--- config.mk ---
export PLATFORM = sky130hd
export DESIGN_NAME = divider_32bit_flat
export DESIGN_NICKNAME = d
export VERILOG_FILES = /design/src/rtl/divider_pkg.sv /design/src/rtl/divider_if.sv /design/src/rtl/div_step.sv /design/src/rtl/divider_32bit.sv /design/src/flat_wrapper.sv
export SDC_FILE = /design/constraint.sdc
export NUM_CORES = 1
export LEC_CHECK = 0
export ABC_AREA = 1
export BUFFER_PORTS_ARGS = -buffer_cell sky130_fd_sc_hd__buf_4
export CORE_MARGIN = 2
export CORE_UTILIZATION = 40
export DETAILED_ROUTE_END_ITERATION = 6
export PLACE_DENSITY = 0.63
export RECOVER_POWER = 25
export SYNTH_ARGS = -nofsm -noshare
export SYNTH_HDL_FRONTEND = slang
export SYNTH_HIERARCHICAL = 1
export SYNTH_SLANG_ARGS = --single-unit
--- constraint.sdc ---
create_clock -name clk -period 4.5 [get_ports clk]
set_input_delay 0.45 -clock clk [delete_from_list [all_inputs] [get_ports clk]]
set_output_delay 0.45 -clock clk [all_outputs]
set_load 0.005 [all_outputs]
--- src/rtl/divider_pkg.sv ---
// -----------------------------------------------------------------------------
// divider_pkg
// Shared definitions for the iterative 32-bit divider: datapath width,
// iteration counter width and the controller state encoding.
// -----------------------------------------------------------------------------
package divider_pkg;

    localparam int DIV_WIDTH = 32;
    // One extra bit so the counter can represent the full iteration count.
    localparam int CNT_WIDTH = $clog2(DIV_WIDTH) + 1;

    typedef enum logic [2:0] {
        IDLE,
        CALC,
        FIX,
        DONE,
        HOLD
    } state_e;

endpackage

--- src/rtl/divider_if.sv ---
// -----------------------------------------------------------------------------
// divider_if
// Request/result bundle between the execution control logic and the divider.
//   master : drives div_begin, div_signed, dividend, divisor;
//            observes quotient, remainder, div_busy, div_end.
//   slave  : the divider side of the same signals.
// -----------------------------------------------------------------------------
interface divider_if
    import divider_pkg::*;
#(
    parameter int WIDTH = DIV_WIDTH
);

    logic             div_begin;
    logic             div_signed;
    logic [WIDTH-1:0] dividend;
    logic [WIDTH-1:0] divisor;
    logic [WIDTH-1:0] quotient;
    logic [WIDTH-1:0] remainder;
    logic             div_busy;
    logic             div_end;

    modport master (
        output div_begin, div_signed, dividend, divisor,
        input  quotient, remainder, div_busy, div_end
    );

    modport slave (
        input  div_begin, div_signed, dividend, divisor,
        output quotient, remainder, div_busy, div_end
    );

endinterface

--- src/rtl/div_step.sv ---
// -----------------------------------------------------------------------------
// div_step
// One restoring-division step, purely combinational.
//   rem_in  : current partial remainder
//   dvd_bit : next dividend bit shifted into the remainder
//   dvs_mag : divisor magnitude
//   rem_out : partial remainder after the trial subtraction
//   q_bit   : quotient bit produced by this step
// -----------------------------------------------------------------------------
module div_step
    import divider_pkg::*;
#(
    parameter int WIDTH = DIV_WIDTH
) (
    input  logic [WIDTH-1:0] rem_in,
    input  logic             dvd_bit,
    input  logic [WIDTH-1:0] dvs_mag,
    output logic [WIDTH-1:0] rem_out,
    output logic             q_bit
);

    logic [WIDTH:0]   shifted;
    logic [WIDTH+1:0] diff;

    always_comb begin
        shifted = {rem_in, dvd_bit};
        // Extended by one more bit so the MSB of the difference is the borrow.
        diff    = {1'b0, shifted} - {2'b00, dvs_mag};
        q_bit   = ~diff[WIDTH+1];
        // Either value is below the divisor magnitude, so it fits in WIDTH bits.
        rem_out = q_bit ? diff[WIDTH-1:0] : shifted[WIDTH-1:0];
    end

endmodule

--- src/rtl/divider_32bit.sv ---
// -----------------------------------------------------------------------------
// divider_32bit
// Iterative signed/unsigned integer divider, one quotient bit per cycle,
// fixed 34-cycle latency from the start edge to the div_end pulse.
//   clk    : clock, rising-edge
//   resetn : asynchronous active-low reset
//   bus    : divider_if.slave (request operands in, quotient/remainder,
//            div_busy and div_end out)
// -----------------------------------------------------------------------------
module divider_32bit
    import divider_pkg::*;
#(
    parameter int WIDTH = DIV_WIDTH
) (
    input  logic     clk,
    input  logic     resetn,
    divider_if.slave bus
);

    localparam logic [CNT_WIDTH-1:0] LAST_ITER = CNT_WIDTH'(WIDTH - 1);

    state_e                 state_q, state_d;
    logic [CNT_WIDTH-1:0]   cnt_q, cnt_d;
    logic [WIDTH-1:0]       rem_q, rem_d;
    logic [WIDTH-1:0]       dvd_q, dvd_d;       // dividend magnitude, becomes quotient magnitude
    logic [WIDTH-1:0]       dvs_q, dvs_d;       // divisor magnitude
    logic                   q_neg_q, q_neg_d;
    logic                   r_neg_q, r_neg_d;
    logic [WIDTH-1:0]       quotient_q, quotient_d;
    logic [WIDTH-1:0]       remainder_q, remainder_d;

    logic [WIDTH-1:0]       step_rem;
    logic                   step_q;
    logic                   dvd_is_neg;
    logic                   dvs_is_neg;

    div_step #(.WIDTH(WIDTH)) u_step (
        .rem_in  (rem_q),
        .dvd_bit (dvd_q[WIDTH-1]),
        .dvs_mag (dvs_q),
        .rem_out (step_rem),
        .q_bit   (step_q)
    );

    assign dvd_is_neg = bus.div_signed & bus.dividend[WIDTH-1];
    assign dvs_is_neg = bus.div_signed & bus.divisor[WIDTH-1];

    // NOTE: every signal written here gets a default first, so no path leaves
    // it unassigned and no latch is inferred.
    always_comb begin
        state_d     = state_q;
        cnt_d       = cnt_q;
        rem_d       = rem_q;
        dvd_d       = dvd_q;
        dvs_d       = dvs_q;
        q_neg_d     = q_neg_q;
        r_neg_d     = r_neg_q;
        quotient_d  = quotient_q;
        remainder_d = remainder_q;

        unique case (state_q)
            IDLE: begin
                if (bus.div_begin) begin
                    q_neg_d = dvd_is_neg ^ dvs_is_neg;
                    r_neg_d = dvd_is_neg;
                    dvd_d   = dvd_is_neg ? -bus.dividend : bus.dividend;
                    dvs_d   = dvs_is_neg ? -bus.divisor  : bus.divisor;
                    rem_d   = '0;
                    cnt_d   = '0;
                    state_d = CALC;
                end
            end
            CALC: begin
                // Dividend bits leave at the top while quotient bits enter at the bottom.
                rem_d = step_rem;
                dvd_d = {dvd_q[WIDTH-2:0], step_q};
                cnt_d = cnt_q + 1'b1;
                if (cnt_q == LAST_ITER) begin
                    state_d = FIX;
                end
            end
            FIX: begin
                quotient_d  = q_neg_q ? -dvd_q : dvd_q;
                remainder_d = r_neg_q ? -rem_q : rem_q;
                state_d     = DONE;
            end
            DONE: begin
                state_d = bus.div_begin ? HOLD : IDLE;
            end
            HOLD: begin
                if (!bus.div_begin) begin
                    state_d = IDLE;
                end
            end
            default: begin
                state_d = IDLE;
            end
        endcase
    end

    // NOTE: sequential state uses non-blocking assignments so every flop
    // samples the pre-edge values regardless of statement order.
    always_ff @(posedge clk or negedge resetn) begin
        if (!resetn) begin
            state_q     <= IDLE;
            cnt_q       <= '0;
            rem_q       <= '0;
            dvd_q       <= '0;
            dvs_q       <= '0;
            q_neg_q     <= 1'b0;
            r_neg_q     <= 1'b0;
            quotient_q  <= '0;
            remainder_q <= '0;
        end else begin
            state_q     <= state_d;
            cnt_q       <= cnt_d;
            rem_q       <= rem_d;
            dvd_q       <= dvd_d;
            dvs_q       <= dvs_d;
            q_neg_q     <= q_neg_d;
            r_neg_q     <= r_neg_d;
            quotient_q  <= quotient_d;
            remainder_q <= remainder_d;
        end
    end

    assign bus.quotient  = quotient_q;
    assign bus.remainder = remainder_q;
    assign bus.div_busy  = (state_q == CALC) || (state_q == FIX);
    assign bus.div_end   = (state_q == DONE);

endmodule

--- src/flat_wrapper.sv ---
// flat-port wrapper written by rule: the top's interface ports become plain ports
module divider_32bit_flat import divider_pkg::*;
#(
    parameter int WIDTH = DIV_WIDTH
)
  (clk, resetn, bus_div_begin, bus_div_signed, bus_dividend, bus_divisor, bus_quotient, bus_remainder, bus_div_busy, bus_div_end);
  divider_if #(.WIDTH(WIDTH)) bus_i ();
  input  logic clk;
  input  logic resetn;
  input wire logic [$bits(bus_i.div_begin)-1:0] bus_div_begin;
  input wire logic [$bits(bus_i.div_signed)-1:0] bus_div_signed;
  input wire logic [$bits(bus_i.dividend)-1:0] bus_dividend;
  input wire logic [$bits(bus_i.divisor)-1:0] bus_divisor;
  output wire logic [$bits(bus_i.quotient)-1:0] bus_quotient;
  output wire logic [$bits(bus_i.remainder)-1:0] bus_remainder;
  output wire logic [$bits(bus_i.div_busy)-1:0] bus_div_busy;
  output wire logic [$bits(bus_i.div_end)-1:0] bus_div_end;
  assign bus_i.div_begin = bus_div_begin;
  assign bus_i.div_signed = bus_div_signed;
  assign bus_i.dividend = bus_dividend;
  assign bus_i.divisor = bus_divisor;
  assign bus_quotient = bus_i.quotient;
  assign bus_remainder = bus_i.remainder;
  assign bus_div_busy = bus_i.div_busy;
  assign bus_div_end = bus_i.div_end;
  divider_32bit #(.WIDTH(WIDTH)) u_core (.clk(clk), .resetn(resetn), .bus(bus_i));
endmodule
* Word level (Yosys, flattened, before mapping)
Index checks and enable logic that the tools add are counted.
Cells by class: equality and inequality tests 8, bitwise logic cells 4, multiplexer cells 16, reduce and logical (&&, ||, !) cells 6, add/subtract/negate cells 6
Operators with widths (number):
- two-way mux 32 bit | 7
- negation 32 bit | 4
- one-hot mux 32 bit (2 select lines) | 2
- subtractor 33 x 32 -> 34 bit | 1
- one-hot mux 3 bit (5 select lines) | 1
- two-way mux 3 bit | 4
- one-hot mux 6 bit (2 select lines) | 1
- adder 6 x 1 -> 6 bit (second input constant) | 1
- equality test 3 x 2 -> 1 bit (second input constant) | 2
- equality test 6 x 5 -> 1 bit (second input constant) | 1
- two-way mux 6 bit | 1
- inequality test 2 bit (second input constant) | 2
- AND reduction 2 bit | 2
- equality test 3 x 1 -> 1 bit (second input constant) | 1
- equality test 3 bit (second input constant) | 1
- zero test 3 bit | 1
- AND reduction 3 bit | 1
- bitwise AND 1 bit | 2
- inequality test 2 x 1 -> 1 bit (second input constant) | 1
- nonzero test 2 bit | 1
- logical OR 1 bit | 1
- inverter 1 bit | 1
- XOR 1 bit | 1
Storage, ports and cells: register bits after elaboration 171, word-level logic and storage cells 49

* Logic depth before layout (Yosys ltp)
word-level depth 4, depth in mapped cells 17, depth with buffers taken out 17

* Hierarchy
Netlist, hierarchy kept.
By module, submodules not included:
- divider_32bit | area each 10167.3 um^2, times used 1, seq. area each 4279.1 um^2, cells an instance 1436
- div_step | area each 3125.5 um^2, times used 1, seq. area each 0.0 um^2, cells an instance 639

* Worst setup path after synthesis
Ideal clock, no wire load.
kind register to register, start point register u_core.rem_q[17], end point register u_core.rem_q[11], stages on the path, launching flop included 14, slack 2.457 ns, path buffers 1, period minus slack after synthesis 2.043 ns, data arrival time 1.922 ns, required time 4.379 ns, path through dfrtp_1 -> ha_1 -> nand2_1 -> nand2_1 -> nand2_1 -> nand3_1 -> a21oi_2 -> nor2_1 -> nor2_4 -> nand2_8 -> buf_6 -> nand2_1 -> nand2_1 -> a22o_1
On the way: cells in the longest elaborated chain, start to end 3
Ends and longest elaborated chain:
- start: declaration | line divider_32bit.sv:24 | logic [WIDTH-1:0] rem_q, rem_d;
- start signal: assignment | line divider_32bit.sv:117 | rem_q <= rem_d;
- subtractor 33 x 32 -> 34 bit | line div_step.sv:28 | diff = {1'b0, shifted} - {2'b00, dvs_mag};
- two-way mux 32 bit | line div_step.sv:31 | rem_out = q_bit ? diff[WIDTH-1:0] : shifted[WIDTH-1:0];
- named net u_core.step_rem[11] | line divider_32bit.sv:32 | logic [WIDTH-1:0] step_rem;
- one-hot mux 32 bit (2 select lines) | line divider_32bit.sv:61 | unique case (state_q)
The timed path passes the listed nets, and every way through them passes these cells. A chain may end at the register's enable or synchronous reset.

* Worst setup path after layout
start point register u_core.rem_q[17], end point register u_core.rem_q[8]
Same word-level chain as after synthesis.

==> impl_summary.md <==
Die
The die is 186 um tall. The number of rows created at floorplan is 66. The die is 186 um wide. The die covers 0.0347 mm2. Once the floorplan was initialized, standard cells occupied 40.8% of the core. The core area is 0.0326 mm2. The number of primary I/O pins is 134.

Placement
Timing analysis after detailed placement gives a worst setup slack of 1.83 ns. The number of buffers inserted by port buffering is 133. The number of placed instances with taps included is 2600. After detailed placement, the total cell area comes to 0.0146 mm2. The estimated wirelength of the detail-placed design is 35.8 mm. The weighted congestion at the end of routability-driven global placement is 0.954.

Critical path
The data required time of the critical path is 4.85 ns. Counting stages on the worst path, the most repeated cell is nand2_1. The register-to-register setup slack is 1.80 ns.

The critical-path cell with the highest stage delay is dfrtp_1. STA classifies the critical path endpoint as a flop. The worst stage delay on the critical path is 0.49 ns. Data on the critical path arrives at its endpoint at 3.05 ns. The maximum net fanout on the critical path is 24.

The worst setup path is launched from a flop. The critical path goes through ha_1 -> nand2_1 -> nand2_1 -> nand2_1 -> nand3_1 -> a21oi_2 -> nor2_1 -> nor2_4 -> buf_4 -> nand3_1 -> nand2_1 -> nand2_1 -> o21ai_0. The worst setup path is of the flop to flop kind.

Global route
The overflow left after global routing is 0. Global routing consumed, over all layers together, 27.1% of the routing resources. The number of global-route vias before repair is 12986. The first-pass GRT wire length is 71.8 mm. The number of antenna violations at the first check in global routing is 0.

Entering global routing, the biggest net connects 101 pins.

Synth
Ranked by instance count, the synthesized netlist is headed by nand2_1, inv_1, nand3_1. The number of distinct library cell variants in the gate-level netlist after synthesis is 50. The average instance in the mapped netlist occupies 6.41 um2. For this run, the register share of the synthesized area comes to 32.2%. The post-synthesis register bit count is 171. The synthesized design spends more area on one cell type than any other, namely dfrtp_1. The total of warnings raised by yosys is 6.

When the netlist entered floorplanning its net count stood at 2181. The synthesized design devotes to its leading area cell type 32.2% of total area. The synthesized instance count is 2075. By instance count, the leading cell after synthesis is nand2_1. After synthesis, the share of flip-flops with an asynchronous set or reset is 100%.

By area the synthesized netlist is led by dfrtp_1, nand2_1, nand3_1, inv_1, nor2_1. The commonest register cell after synthesis is dfrtp_1. The synthesized design contains 0 enable-type register cells. The cell area after synthesis is 0.0133 mm2.

Drt
The total wirelength of the detailed-routed design is 45.8 mm. The overall via count from detail_route is 13820. The routed via count divided by cell count is 5.25. The detail route stage leaves a number of antenna-violating nets equal to 0. The average routed wire per standard cell is 17.4 um.

The first-pass iteration count of the detailed router is 5. The DRC violation count after routing is 0. For this block, the initial DRC count from the detailed router was 1154.

Clock tree
The number of hold buffers added after CTS was 0. The number of gates resized after CTS is 0. TritonCTS built the clock tree.

Counting along the longest clock path gives a buffer depth of 2. The number of buffers inserted during clock tree synthesis is 17. The clock sink count is 171. In this run the clock root is driven by a clkbuf_16.

The H-tree was split into 4 levels. The count of buffers added by post-CTS timing repair for setup is 0. The later pin in the worst-skew pair is clocked with a latency of 0.46 ns. The clock-pin slew reported for the worst setup and hold paths after clock tree synthesis is 0.07 ns.

Layout
The final layout net count is 2283. The number of antenna diodes in the final layout is 0. The area of all placed cells without fillers is 0.0152 mm2. The share of final-layout standard cells stronger than drive strength 1 is 10.8%.

The area growth from synthesis to layout is 14.1%. Fill cells in the final layout number 3429. The count of cells in the finished layout, fillers not included, comes to 2632. Once layout is complete, the utilization of the core stands at 46.5%.

Timing
Setup repair after global routing left no endpoint under its margin. The final clock skew is 0.0133 ns. The accumulated negative setup slack is 0 ns. The actual transition at the worst max-transition pin is 2.62 ns. The achievable clock frequency is 371 MHz. The number of max-slew violations in the final report is 100.

The final critical path time including I/O delays and setup is 2.70 ns. The final clock period utilization by the worst path is 59.9%. The worst pin sits at a relative slew slack of -74.8%. In the post-route analysis, the smallest setup slack over all paths is 1.80 ns. Setup violations remaining at the end of the flow were counted as 0. Hold is met by 0.261 ns.

The count of final hold-check violations is 0.

Status
The checks that failed: capacitance limit, slew limit. The flow ran to the end, but the final reports show violations.

Hold path
The worst hold-check path type is primary input to flop.

Job
The tool flagged a number of max-cap violations equal to 1.

Power and ir drop
Dividing total power by cell area gives a power density of 830 mW/mm2. The total chip power is 12.6 mW. The leakage power of the design is 8.03 nW. The maximum resistive drop on vdd is 407 uV.
==> registers in the layout, indices dropped and copies added (netlist names) <==
| signal | count |
|---|---|
| u_core/rem_q | 32 |
| u_core/dvs_q | 32 |
| u_core/bus.remainder | 32 |
| u_core/cnt_q | 6 |
| u_core/r_neg_q | 1 |
| u_core/dvd_q | 32 |
| u_core/bus.quotient | 32 |
| u_core/state_q | 3 |
| u_core/q_neg_q | 1 |
==> final timing paths <==
kind                                     startpoint                  endpoint  cells after the start
min in group asynchronous                    resetn   u_core/bus.remainder[7]                      1
setup reg to reg                   u_core/rem_q[17]           u_core/rem_q[8]                     13
hold reg to reg            u_core/bus.remainder[15]  u_core/bus.remainder[15]                      2
setup / recovery                   u_core/rem_q[17]           u_core/rem_q[8]                     13
hold / removal                        bus_div_begin         u_core/state_q[2]                      2
max in group asynchronous                    resetn   u_core/bus.quotient[24]                      1
==> power by group <==
group	internal, mW	switching (mW)	leakage (nW)	total, mW
clock	0.752	0.692	0.284	1.44
combinational	2.78	5.43	5.60	8.21
sequential	2.27	0.672	2.15	2.94
total	5.80	6.79	8.03	12.6
==> kinds of logic after synthesis <==
group / count (synthesis) / synth area share, %
AND/OR/NAND/NOR: 1233 / 40.0
XOR/XNOR: 57 / 3.76
flip-flops: 171 / 32.2
AO/OA/AOI/OAI: 223 / 9.70
adder cells (fa/ha/maj): 38 / 3.63
buffers and inverters: 353 / 10.7
==> layer usage <==
metal	share of wire [%]	GRT usage (%)
met5	0	0
met4	2.2	7.37
met3	5.1	3.64
met2	46	44.4
met1	46	37.5
==> cell usage in the layout (no fill, tap or decap), types with 4 or more instances in the layout <==
master,synthesis,layout
a22o_1,5,5
clkbuf_16,0,17
nand2_2,8,8
inv_1,283,283
and2_1,10,10
nand3_1,233,233
o21ai_1,4,4
nand3b_1,8,8
nor2_4,4,4
nor2_1,181,181
dfrtp_1,171,171
buf_4,2,141
nand4_1,34,34
o21ai_2,4,4
nand2_1,706,706
o21ai_0,116,116
o21bai_1,17,17
inv_2,9,9
xor2_1,54,54
o211ai_1,4,4
a31oi_1,6,6
clkinv_4,0,4
a21oi_1,31,31
o221ai_1,9,9
ha_1,37,37
o22ai_1,20,20
nor2_2,11,11
nand3_2,14,14
nor3_1,13,13
==> area by class of cell <==
class / instances / area (um2) / share of cell area (%)
clock buffers: 19 / 453 / 2.99
clock inverters: 13 / 110 / 0.726
inverters: 293 / 1100 / 7.25
multi-input cells: 1551 / 7590 / 50.0
flip-flops and latches: 171 / 4280 / 28.2
well taps: 442 / 553 / 3.65
repair buffers: 143 / 1080 / 7.14
==> critical path, delay by kind of cell, from the launching register on <==
kind,cells,cell delay [ns]
and+or+nand+nor,9,1.01
adders and majority gates,1,0.42
buffers and inverters,1,0.36
DFF,1,0.49
AOI/OAI and AO/OA,2,0.29
Note: power is estimated with default switching activity, not from simulation.
